==> src/rtl/mem_bus_arbiter.sv <==
// Purpose : shares one single-ported memory bus between the core's ROM (fetch) and RAM (load/store) ports.
// Latency : stalls the core from the request cycle; zero-wait bus gives 3 cycles per advance for one port, 4 for both.
// Backpr. : mem_req is held until mem_ready; each wait cycle adds one stall cycle. Optional counters: MEM_BUS_ARB_PERF_EN.
`timescale 1ns/1ps
module mem_bus_arbiter #(
    parameter int ADDR_WIDTH    = 32,
    parameter int DATA_WIDTH    = 32,
    parameter int SEL_WIDTH     = 4,
    parameter int DATA_PRIORITY = 1
) (
    input  logic                  clk,
    input  logic                  rst,
    input  logic                  rom_en,
    input  logic [SEL_WIDTH-1:0]  rom_write_en,
    input  logic [ADDR_WIDTH-1:0] rom_addr,
    input  logic [DATA_WIDTH-1:0] rom_write_data,
    output logic [DATA_WIDTH-1:0] rom_read_data,
    input  logic                  ram_en,
    input  logic [SEL_WIDTH-1:0]  ram_write_en,
    input  logic [ADDR_WIDTH-1:0] ram_addr,
    input  logic [DATA_WIDTH-1:0] ram_write_data,
    output logic [DATA_WIDTH-1:0] ram_read_data,
    output logic                  stall,
    output logic                  mem_req,
    output logic [SEL_WIDTH-1:0]  mem_we,
    output logic [ADDR_WIDTH-1:0] mem_addr,
    output logic [DATA_WIDTH-1:0] mem_wdata,
    input  logic [DATA_WIDTH-1:0] mem_rdata,
    input  logic                  mem_ready
`ifdef MEM_BUS_ARB_PERF_EN
    ,
    output logic [31:0]           perf_stall_cycles,
    output logic [31:0]           perf_bus_txns
`endif
);

    localparam logic [1:0] IDLE     = 2'd0;
    localparam logic [1:0] DATA_REQ = 2'd1;
    localparam logic [1:0] INST_REQ = 2'd2;
    localparam logic [1:0] RELEASE  = 2'd3;

    logic [1:0]            state;
    logic [1:0]            state_nxt;
    logic                  rom_served;
    logic                  ram_served;
    logic [DATA_WIDTH-1:0] rom_buf;
    logic [DATA_WIDTH-1:0] ram_buf;
    logic                  accept;

    // mem_ready only counts while a request is actually on the bus
    assign accept = mem_ready && ((state == DATA_REQ) || (state == INST_REQ));

    // next-state: pick the first port by priority, then chain to the other port if it still needs service
    always_comb begin
        state_nxt = state;
        case (state)
            IDLE: begin
                if (ram_en && (!rom_en || (DATA_PRIORITY != 0)))
                    state_nxt = DATA_REQ;
                else if (rom_en)
                    state_nxt = INST_REQ;
                else
                    state_nxt = IDLE;
            end
            DATA_REQ: begin
                if (mem_ready)
                    state_nxt = (rom_en && !rom_served) ? INST_REQ : RELEASE;
            end
            INST_REQ: begin
                if (mem_ready)
                    state_nxt = (ram_en && !ram_served) ? DATA_REQ : RELEASE;
            end
            default: state_nxt = IDLE;
        endcase
    end

    // state register
    always_ff @(posedge clk) begin
        if (rst)
            state <= IDLE;
        else
            state <= state_nxt;
    end

    // per-round served flags; cleared on the way back to IDLE so the next round starts fresh
    always_ff @(posedge clk) begin
        if (rst || (state == RELEASE)) begin
            rom_served <= 1'b0;
            ram_served <= 1'b0;
        end else if (accept) begin
            if (state == DATA_REQ) ram_served <= 1'b1;
            if (state == INST_REQ) rom_served <= 1'b1;
        end
    end

    // read-data buffers: capture only on a completed read, so stores leave them untouched
    always_ff @(posedge clk) begin
        if (rst) begin
            rom_buf <= '0;
            ram_buf <= '0;
        end else if (accept && (mem_we == '0)) begin
            if (state == DATA_REQ) ram_buf <= mem_rdata;
            if (state == INST_REQ) rom_buf <= mem_rdata;
        end
    end

    assign rom_read_data = rom_buf;
    assign ram_read_data = ram_buf;

    // bus drive and stall: the core holds its request stable while stalled, so muxing it through is stable too
    always_comb begin
        mem_req   = 1'b0;
        mem_we    = '0;
        mem_addr  = '0;
        mem_wdata = '0;
        stall     = 1'b0;
        case (state)
            IDLE: stall = rom_en | ram_en;
            DATA_REQ: begin
                stall     = 1'b1;
                mem_req   = 1'b1;
                mem_we    = ram_write_en;
                mem_addr  = ram_addr;
                mem_wdata = ram_write_data;
            end
            INST_REQ: begin
                stall     = 1'b1;
                mem_req   = 1'b1;
                mem_we    = rom_write_en;
                mem_addr  = rom_addr;
                mem_wdata = rom_write_data;
            end
            default: stall = 1'b0;
        endcase
    end

`ifdef MEM_BUS_ARB_PERF_EN
    // saturating counters for stalled cycles and completed bus transactions
    always_ff @(posedge clk) begin
        if (rst) begin
            perf_stall_cycles <= '0;
            perf_bus_txns     <= '0;
        end else begin
            if (stall && (perf_stall_cycles != 32'hFFFF_FFFF))
                perf_stall_cycles <= perf_stall_cycles + 32'd1;
            if (accept && (perf_bus_txns != 32'hFFFF_FFFF))
                perf_bus_txns <= perf_bus_txns + 32'd1;
        end
    end
`endif

endmodule

==> config.mk <==
export PLATFORM = sky130hd
export DESIGN_NAME = mem_bus_arbiter
export DESIGN_NICKNAME = d
export VERILOG_FILES = /design/src/rtl/mem_bus_arbiter.sv
export SDC_FILE = /design/constraint.sdc
export NUM_CORES = 1
export LEC_CHECK = 0
export CAP_MARGIN = 15
export CORE_AREA = 2 2 119 121
export CTS_BUF_LIST = sky130_fd_sc_hd__clkbuf_8 sky130_fd_sc_hd__clkbuf_16
export DETAILED_ROUTE_END_ITERATION = 12
export DIE_AREA = 0 0 121 123
export GPL_ROUTABILITY_DRIVEN = 1
export PLACE_DENSITY = 0.71
export REMOVE_ABC_BUFFERS = 1
export SETUP_SLACK_MARGIN = 0.5
export SYNTH_ARGS = -nofsm -noshare
export SYNTH_HDL_FRONTEND = slang
export SYNTH_SLANG_ARGS = --single-unit
==> constraint.sdc <==
create_clock -name clk -period 5.4 [get_ports clk]
set_input_delay 0.81 -clock clk [delete_from_list [all_inputs] [get_ports clk]]
set_output_delay 0.81 -clock clk [all_outputs]
set_load 0.03 [all_outputs]
-- Word level (Yosys, flattened, before mapping)
Cells that the tools add are included.
- bits of input ports: 173
- flip-flop bits (word level): 68
- output and inout bits: 134
- logic and storage cells: 39
- reductions and logical operators: 16
- mux-type cells: 12
- bitwise gates (word level): 1
- eq/ne operators: 5
- operator list (operator ; count):
    32-bit one-hot mux with 2 select lines ; 2
    2-bit two-way mux ; 5
    2-bit AND reduction ; 5
    4-bit one-hot mux with 2 select lines ; 1
    2-bit one-hot mux with 3 select lines ; 1
    2-bit == test, second input constant ; 2
    1-bit logical AND ; 4
    4-bit logical NOT ; 1
    2-bit inequality test, second input constant ; 2
    2-bit by 1-bit == test with 1-bit output, second input constant ; 1
    1-bit logical NOT ; 2
    2-bit logical NOT ; 1
    1-bit logical OR ; 2
    1-bit two-way mux ; 2
    1-bit one-hot mux with 2 select lines ; 1
    2-bit OR reduction ; 1
    1-bit OR ; 1

-- Longest topological paths before layout
Gate-level depths: netlist of the first run.
- depth in word-level cells: 5
- mapped depth: 9
- mapped depth without buffers: 6

-- Least setup slack after synthesis of the first run
Ideal clock, no wire load.
- kind: register to output
- start point: register state[0]
- end point: output port mem_addr[19]
- buffers on the path: 2
- arrival time: 1969 ps
- required time: 4590 ps
- cell stages (with the launch flop): 7
- setup slack: 2621 ps
- path through: dfxtp_1 -> inv_1 -> ha_1 -> clkinv_1 -> clkbuf_1 -> clkbuf_1 -> nor2_1
- longest elaborated chain between the ends: 2
- elaborated cells on any way between the ends: 3
- those cells by class: 2 x eq/ne; 1 x mux
- ends and longest elaborated chain (element ; line ; source):
    from (decl) ; 42 ; logic [1:0] state;
    from (signal assigned) ; 82 ; state <= state_nxt;
    2-bit == test / 2-bit by 1-bit == test with 1-bit output (equally long branches) ; 117 ; case (state)
    32-bit one-hot mux with 2 select lines * ; 117 ;
    to (decl) ; 26 ; output logic [ADDR_WIDTH-1:0] mem_addr,
Every way passes the cells marked *; elsewhere a longest branch is shown, timed or not.

-- Worst setup path after layout of the first run
- start point: register state[1]
- end point: output port mem_wdata[21]
- longest elaborated chain between the ends: 2
- elaborated cells on any way between the ends: 3
- those cells by class: 2 x eq/ne; 1 x mux
- ends and longest elaborated chain (element ; line ; source):
    2-bit == test / 2-bit by 1-bit == test with 1-bit output (equally long branches) ; 117 ;
    32-bit one-hot mux with 2 select lines * ; 117 ;
    to (decl) ; 27 ; output logic [DATA_WIDTH-1:0] mem_wdata,
Marked as above.

==> flow_summary.ini, run 1 <==
[timing]
hold_viol = 0
fin_tns_setup_ps = 0
fmax_mhz = 264.3
worstMarginPinSlew_ps = 1046
period_share = 0.7006
max_slew_margin = 0.3028
finClkSkew_ps = 5.789
rsz0062_at_grt = false
drv_slew = 0
fin_crit_ps = 3783
finalSetupViolations = 0

[pwr]
ir_worst_vdd_uv = 202.1
power.leakage_nw = 2.603
powerDensity_nw_per_um2 = 362.0

[yosys]
synth_cell_types = 31
synth.most_common_cell = nor2_1
syn_inst = 477
yosysTopAreaCell = dfxtp_1
synth_common_cells = nor2_1, dfxtp_1, a22oi_1, nand2_1, nand2b_1
yosysSeqAreaShare = 0.3663
syn_area_um2 = 3716
ys.flop_type = dfxtp_1
yosys_warnings = 0
synth_edf_count = 0
yosysTopAreaCellShare = 0.3663
ys_async_sr_fraction = 0
syn_area_per_cell_um2 = 7.790
netlist_top_cells_area = dfxtp_1, a22oi_1, nand2b_1
yosys_register_bits = 68

[global_routing]
gr-usage-all-layers = 0.2451
antenna_found_initial = 9
grt_pass1_vias = 4594
grt_pass1_wl_um = 27170
grt-ovfl-total = 0
grt_max_degree = 63

[cts]
clkTransAtPathRegs_ps = 60
cts.hold.buffers_added = 0
cts_tree = yes
clkLatencyLatePin_ps = 320
htree_num_levels = 3
cts_root_buf = clkbuf_16
clockBufferDepth = 2
cts-resized-gates = 0
post_cts_buffers = 0
cts_num_sinks = 68
numCtsBuffers = 9

[placed_design]
dp.cells = 924
port_buffers = 306
dp_hpwl_um = 15200
globalplace.congestion = 0.9874

[drt]
vias_per_cell = 4.879
firstDrtPassIters = 5
num_vias = 4611
wl_per_cell_um = 19.72
drt_iter0_markers = 227
wirelength_um = 18640
antenna_left = 0
drc = 0

[worst_setup_path]
crit_slowest_cell = ha_2
slowest_delay_ps = 790
crit_family = buffers and inverters
cp_data_required_time_ps = 4590
start_kind = register
worst_ep_arrival_time_ps = 2970
cp.depth = 6
rrSetupSlack_ps = 2210
path_max_fanout = 47
path_cells = inv_1, ha_2, buf_4, a22oi_1, nor2_1, clkdlybuf4s50_1
critical_path.endpoint_type = primary output
r2r_cells = 7
crit_type = reg -> out
path_buf_inv = 3

[final_layout]
drive_above_1_share = 0.03689
area_delta_synth_final_pct = 92.22
nets = 933
instances_no_fill = 945

[floorplan]
start_util = 0.2730
die_h_um = 123
fp.dieW_um = 121
core_area_um2 = 13610
die_area_um2 = 14880
row_count = 43
ios = 307

[min_path]
whs_path_depth = 2
hold_path.class = reg -> reg

[outcome]
status = completed

[flow_run]
cap_violations = 0
==> placed cells by master, fill, tap and decap left out, types with 2 or more instances in the layout <==
| cell | instances |
|---|---|
| clkdlybuf4s50_1 | 305 |
| nor2_1 | 70 |
| dfxtp_1 | 68 |
| a22oi_1 | 67 |
| nand2b_1 | 66 |
| nand2_1 | 66 |
| a21oi_1 | 37 |
| mux2i_1 | 32 |
| clkbuf_16 | 9 |
| diode_2 | 6 |
| buf_4 | 6 |
| inv_1 | 3 |
| ha_1 | 3 |
| clkinv_2 | 3 |
| and3_1 | 2 |
| nor3_1 | 2 |
| ha_2 | 2 |
==> cell families after synthesis <==
family | synth area share
mux | 0.08620
compound gates | 0.2020
fa+ha+maj | 0.01684
simple gates | 0.2694
buf+inv | 0.05926
flops | 0.3663
==> worst register-to-register path: stages (launching register included) <==
cell and delay, ps:
dfxtp_1 340, inv_1 110, ha_2 790, nor4b_2 380
nand4_1 760, buf_4 510, nand2_1 100, a21oi_1 60
==> power by group <==
part,internal (W),total [W],leakage (nW),switching [W]
sequential,0.000525,0.000540,0.548,0.0000155
clock,0.000351,0.000562,0.146,0.000211
combinational,0.000579,0.00148,1.91,0.000905
==> registers in the layout (all words and copies together) (netlist names) <==
signal and flops:
ram_read_data 32, rom_read_data 32, state 2, ram_served 1, rom_served 1
==> cell type report <==
cell class / instances / area [um2]
antenna: 6 / 15.01
sequential: 68 / 1361
inverter: 3 / 11.26
fill: 1265 / 6469
multi-input combinational: 361 / 2145
clock inverter: 6 / 57.56
timing repair buffer: 312 / 3103
tap: 180 / 225.2
clock buffer: 9 / 225.2
==> routing by layer <==
metal	up-vias	track usage	wire length, um
met3	28	0.08856	1784
met4	4	0.09811	454
li1	2198	-	-
met2	218	0.4147	9024
met5	-	0	25
met1	2163	0.2816	7347
==> path summary, 6_finish.rpt <==
check	endpoint	start
min	ram_read_data[2]	ram_read_data[2]
min reg2reg	ram_read_data[2]	ram_read_data[2]
max	mem_wdata[21]	state[1]
max reg2reg	ram_read_data[12]	state[1]
==> metrics by stage <==
step                hold slack (ps)  power [W]  area, um2  worst slack (ps)  utilization
global placement              441.9   0.002010       6845              2054       0.5029
global route                  469.9   0.002727       7138              1449       0.5244
detailed placement            448.1   0.002034       6845              1967       0.5029
finish                        454.1   0.002586       7143              1617       0.5248
CTS                           456.0   0.002608       7128              1607       0.5237
floorplan                     459.8   0.001388       3507              1735            -
No activity file was read; power rests on OpenSTA's default activity.
==> run 2: changes to the inputs <==
--- a/config.mk
+++ b/config.mk
@@ -6,12 +6,12 @@
 export NUM_CORES = 1
 export LEC_CHECK = 0
 export CAP_MARGIN = 15
-export CORE_AREA = 2 2 119 121
+export CORE_AREA = 2 2 118 120
 export CTS_BUF_LIST = sky130_fd_sc_hd__clkbuf_8 sky130_fd_sc_hd__clkbuf_16
 export DETAILED_ROUTE_END_ITERATION = 12
-export DIE_AREA = 0 0 121 123
+export DIE_AREA = 0 0 120 122
 export GPL_ROUTABILITY_DRIVEN = 1
-export PLACE_DENSITY = 0.71
+export PLACE_DENSITY = 0.75
 export REMOVE_ABC_BUFFERS = 1
 export SETUP_SLACK_MARGIN = 0.5
 export SYNTH_ARGS = -nofsm -noshare
==> constraint.sdc (replaced) <==
create_clock -name clk -period 3.31 [get_ports clk]
set_input_delay 0.4965 -clock clk [delete_from_list [all_inputs] [get_ports clk]]
set_output_delay 0.4965 -clock clk [all_outputs]
set_load 0.03 [all_outputs]
==> flow_summary.ini, run 2 (same netlist as run 1, synthesis figures left out) <==
[outcome]
status = completed

[timing]
finClkSkew_ps = 3.744
finalSetupViolations = 0
fmax_mhz = 367.0
worstMarginPinSlew_ps = 585.9
drv_slew = 0
max_slew_margin = 0.6094
period_share = 0.8232
hold_viol = 0
fin_crit_ps = 2725
rsz0062_at_grt = false

[drt]
firstDrtPassIters = 5
drc = 0
wl_per_cell_um = 19.63
num_vias = 4584
drt_iter0_markers = 241
vias_per_cell = 4.785
wirelength_um = 18810
antenna_left = 0

[placed_design]
globalplace.congestion = 0.8710
dp_hpwl_um = 15020
port_buffers = 306
placed_area_um2 = 6955

[floorplan]
fp.dieW_um = 120
row_count = 43
start_util = 0.2752
core_area_um2 = 13500
ios = 307
die_h_um = 122
die_area_um2 = 14640

[pwr]
power_w = 0.004470
power.leakage_nw = 3.090
powerDensity_nw_per_um2 = 611.2
ir_worst_vdd_uv = 313.0

[cts]
cts_root_buf = clkbuf_16
clockBufferDepth = 2
numCtsBuffers = 9
cts_num_sinks = 68
clkLatencyLatePin_ps = 330
clkTransAtPathRegs_ps = 60
cts_tree = yes
cts.hold.buffers_added = 0
htree_num_levels = 3

[worst_setup_path]
crit_type = reg -> out
worst_ep_arrival_time_ps = 2230
start_kind = register
path_max_fanout = 22
cp_data_required_time_ps = 2810
critical_path.endpoint_type = primary output

[global_routing]
antenna_found_initial = 9
grt_pass1_wl_um = 27060
gr-usage-all-layers = 0.2521
grt-ovfl-total = 0
grt_pass1_vias = 4361
grt_max_degree = 51

[final_layout]
stdcell_area_um2 = 7313
area_delta_synth_final_pct = 96.80
fillCellCount = 1313
nets = 943
drive_above_1_share = 0.05455
mostFrequentLayoutCells = clkdlybuf4s50_1, nor2_1, dfxtp_1
final_common_cell = clkdlybuf4s50_1

[min_path]
hold_path.class = reg -> reg

[flow_run]
cap_violations = 0
==> run 2: metrics by stage <==
| stage | worst slack, ps | hold slack (ps) | utilization | setup TNS [ps] | instances |
|---|---|---|---|---|---|
| 2_1_floorplan | -238.2 | 459.8 | - | -6950 | 432 |
| 3_3_place_gp | 588.1 | 441.3 | 0.5151 | 0 | 932 |
| 3_5_place_dp | 517.7 | 445.7 | 0.5151 | 0 | 932 |
| 4_1_cts | 349.2 | 453.7 | 0.5383 | 0 | 950 |
| 5_1_grt | 507.2 | 473.3 | 0.5412 | 0 | 956 |
| 6_report | 585.2 | 451.4 | 0.5416 | 0 | 958 |
==> run 2: per-layer routing <==
metal,GRT usage,part of all wire,vias up
li1,-,-,2217
met1,0.2825,0.39,2120
met2,0.3949,0.47,208
met4,0.1360,0.032,2
met5,0,0.00069,-
met3,0.1217,0.11,37
==> run 2: what timing repair did <==
item / in CTS / in global routing
endpoints found under the hold margin: 0 / 0
gates resized for setup: 65 / 16
setup buffers: 2 / 0
endpoints found under the setup margin: 68 / 38
==> run 2: report_power, final <==
group,leakage (nW),internal (W),switching (W)
Combinational,2.37,0.000935,0.00152
Clock,0.175,0.000757,0.000367
Sequential,0.548,0.000856,0.0000311
==> run 2: area by class of cell <==
type	instances	area, um2	area share
well taps	180	225.2	0.03080
inverters	3	16.27	0.002224
multi-input cells	361	2170	0.2967
clock inverters	6	111.4	0.01523
flip-flops and latches	68	1361	0.1861
clock buffers	10	239.0	0.03268
diodes	8	20.02	0.002737
repair buffers	322	3171	0.4335
==> run 2: final timing paths <==
path | start | end | slack (ps) | cells past startpoint
max | state[0] | mem_wdata[21] | 590 | 6
min | ram_read_data[21] | ram_read_data[21] | 450 | 2
max reg2reg | state[0] | rom_read_data[21] | 700 | 8
min reg2reg | ram_read_data[21] | ram_read_data[21] | 450 | 2
==> run 2: critical path, stage by stage, from the launching register on <==
cell and delay, ps:
dfxtp_1 420, inv_1 150, ha_1 420, inv_6 120, buf_4 200, nor2_1 100, dlygate4sd2_1 480
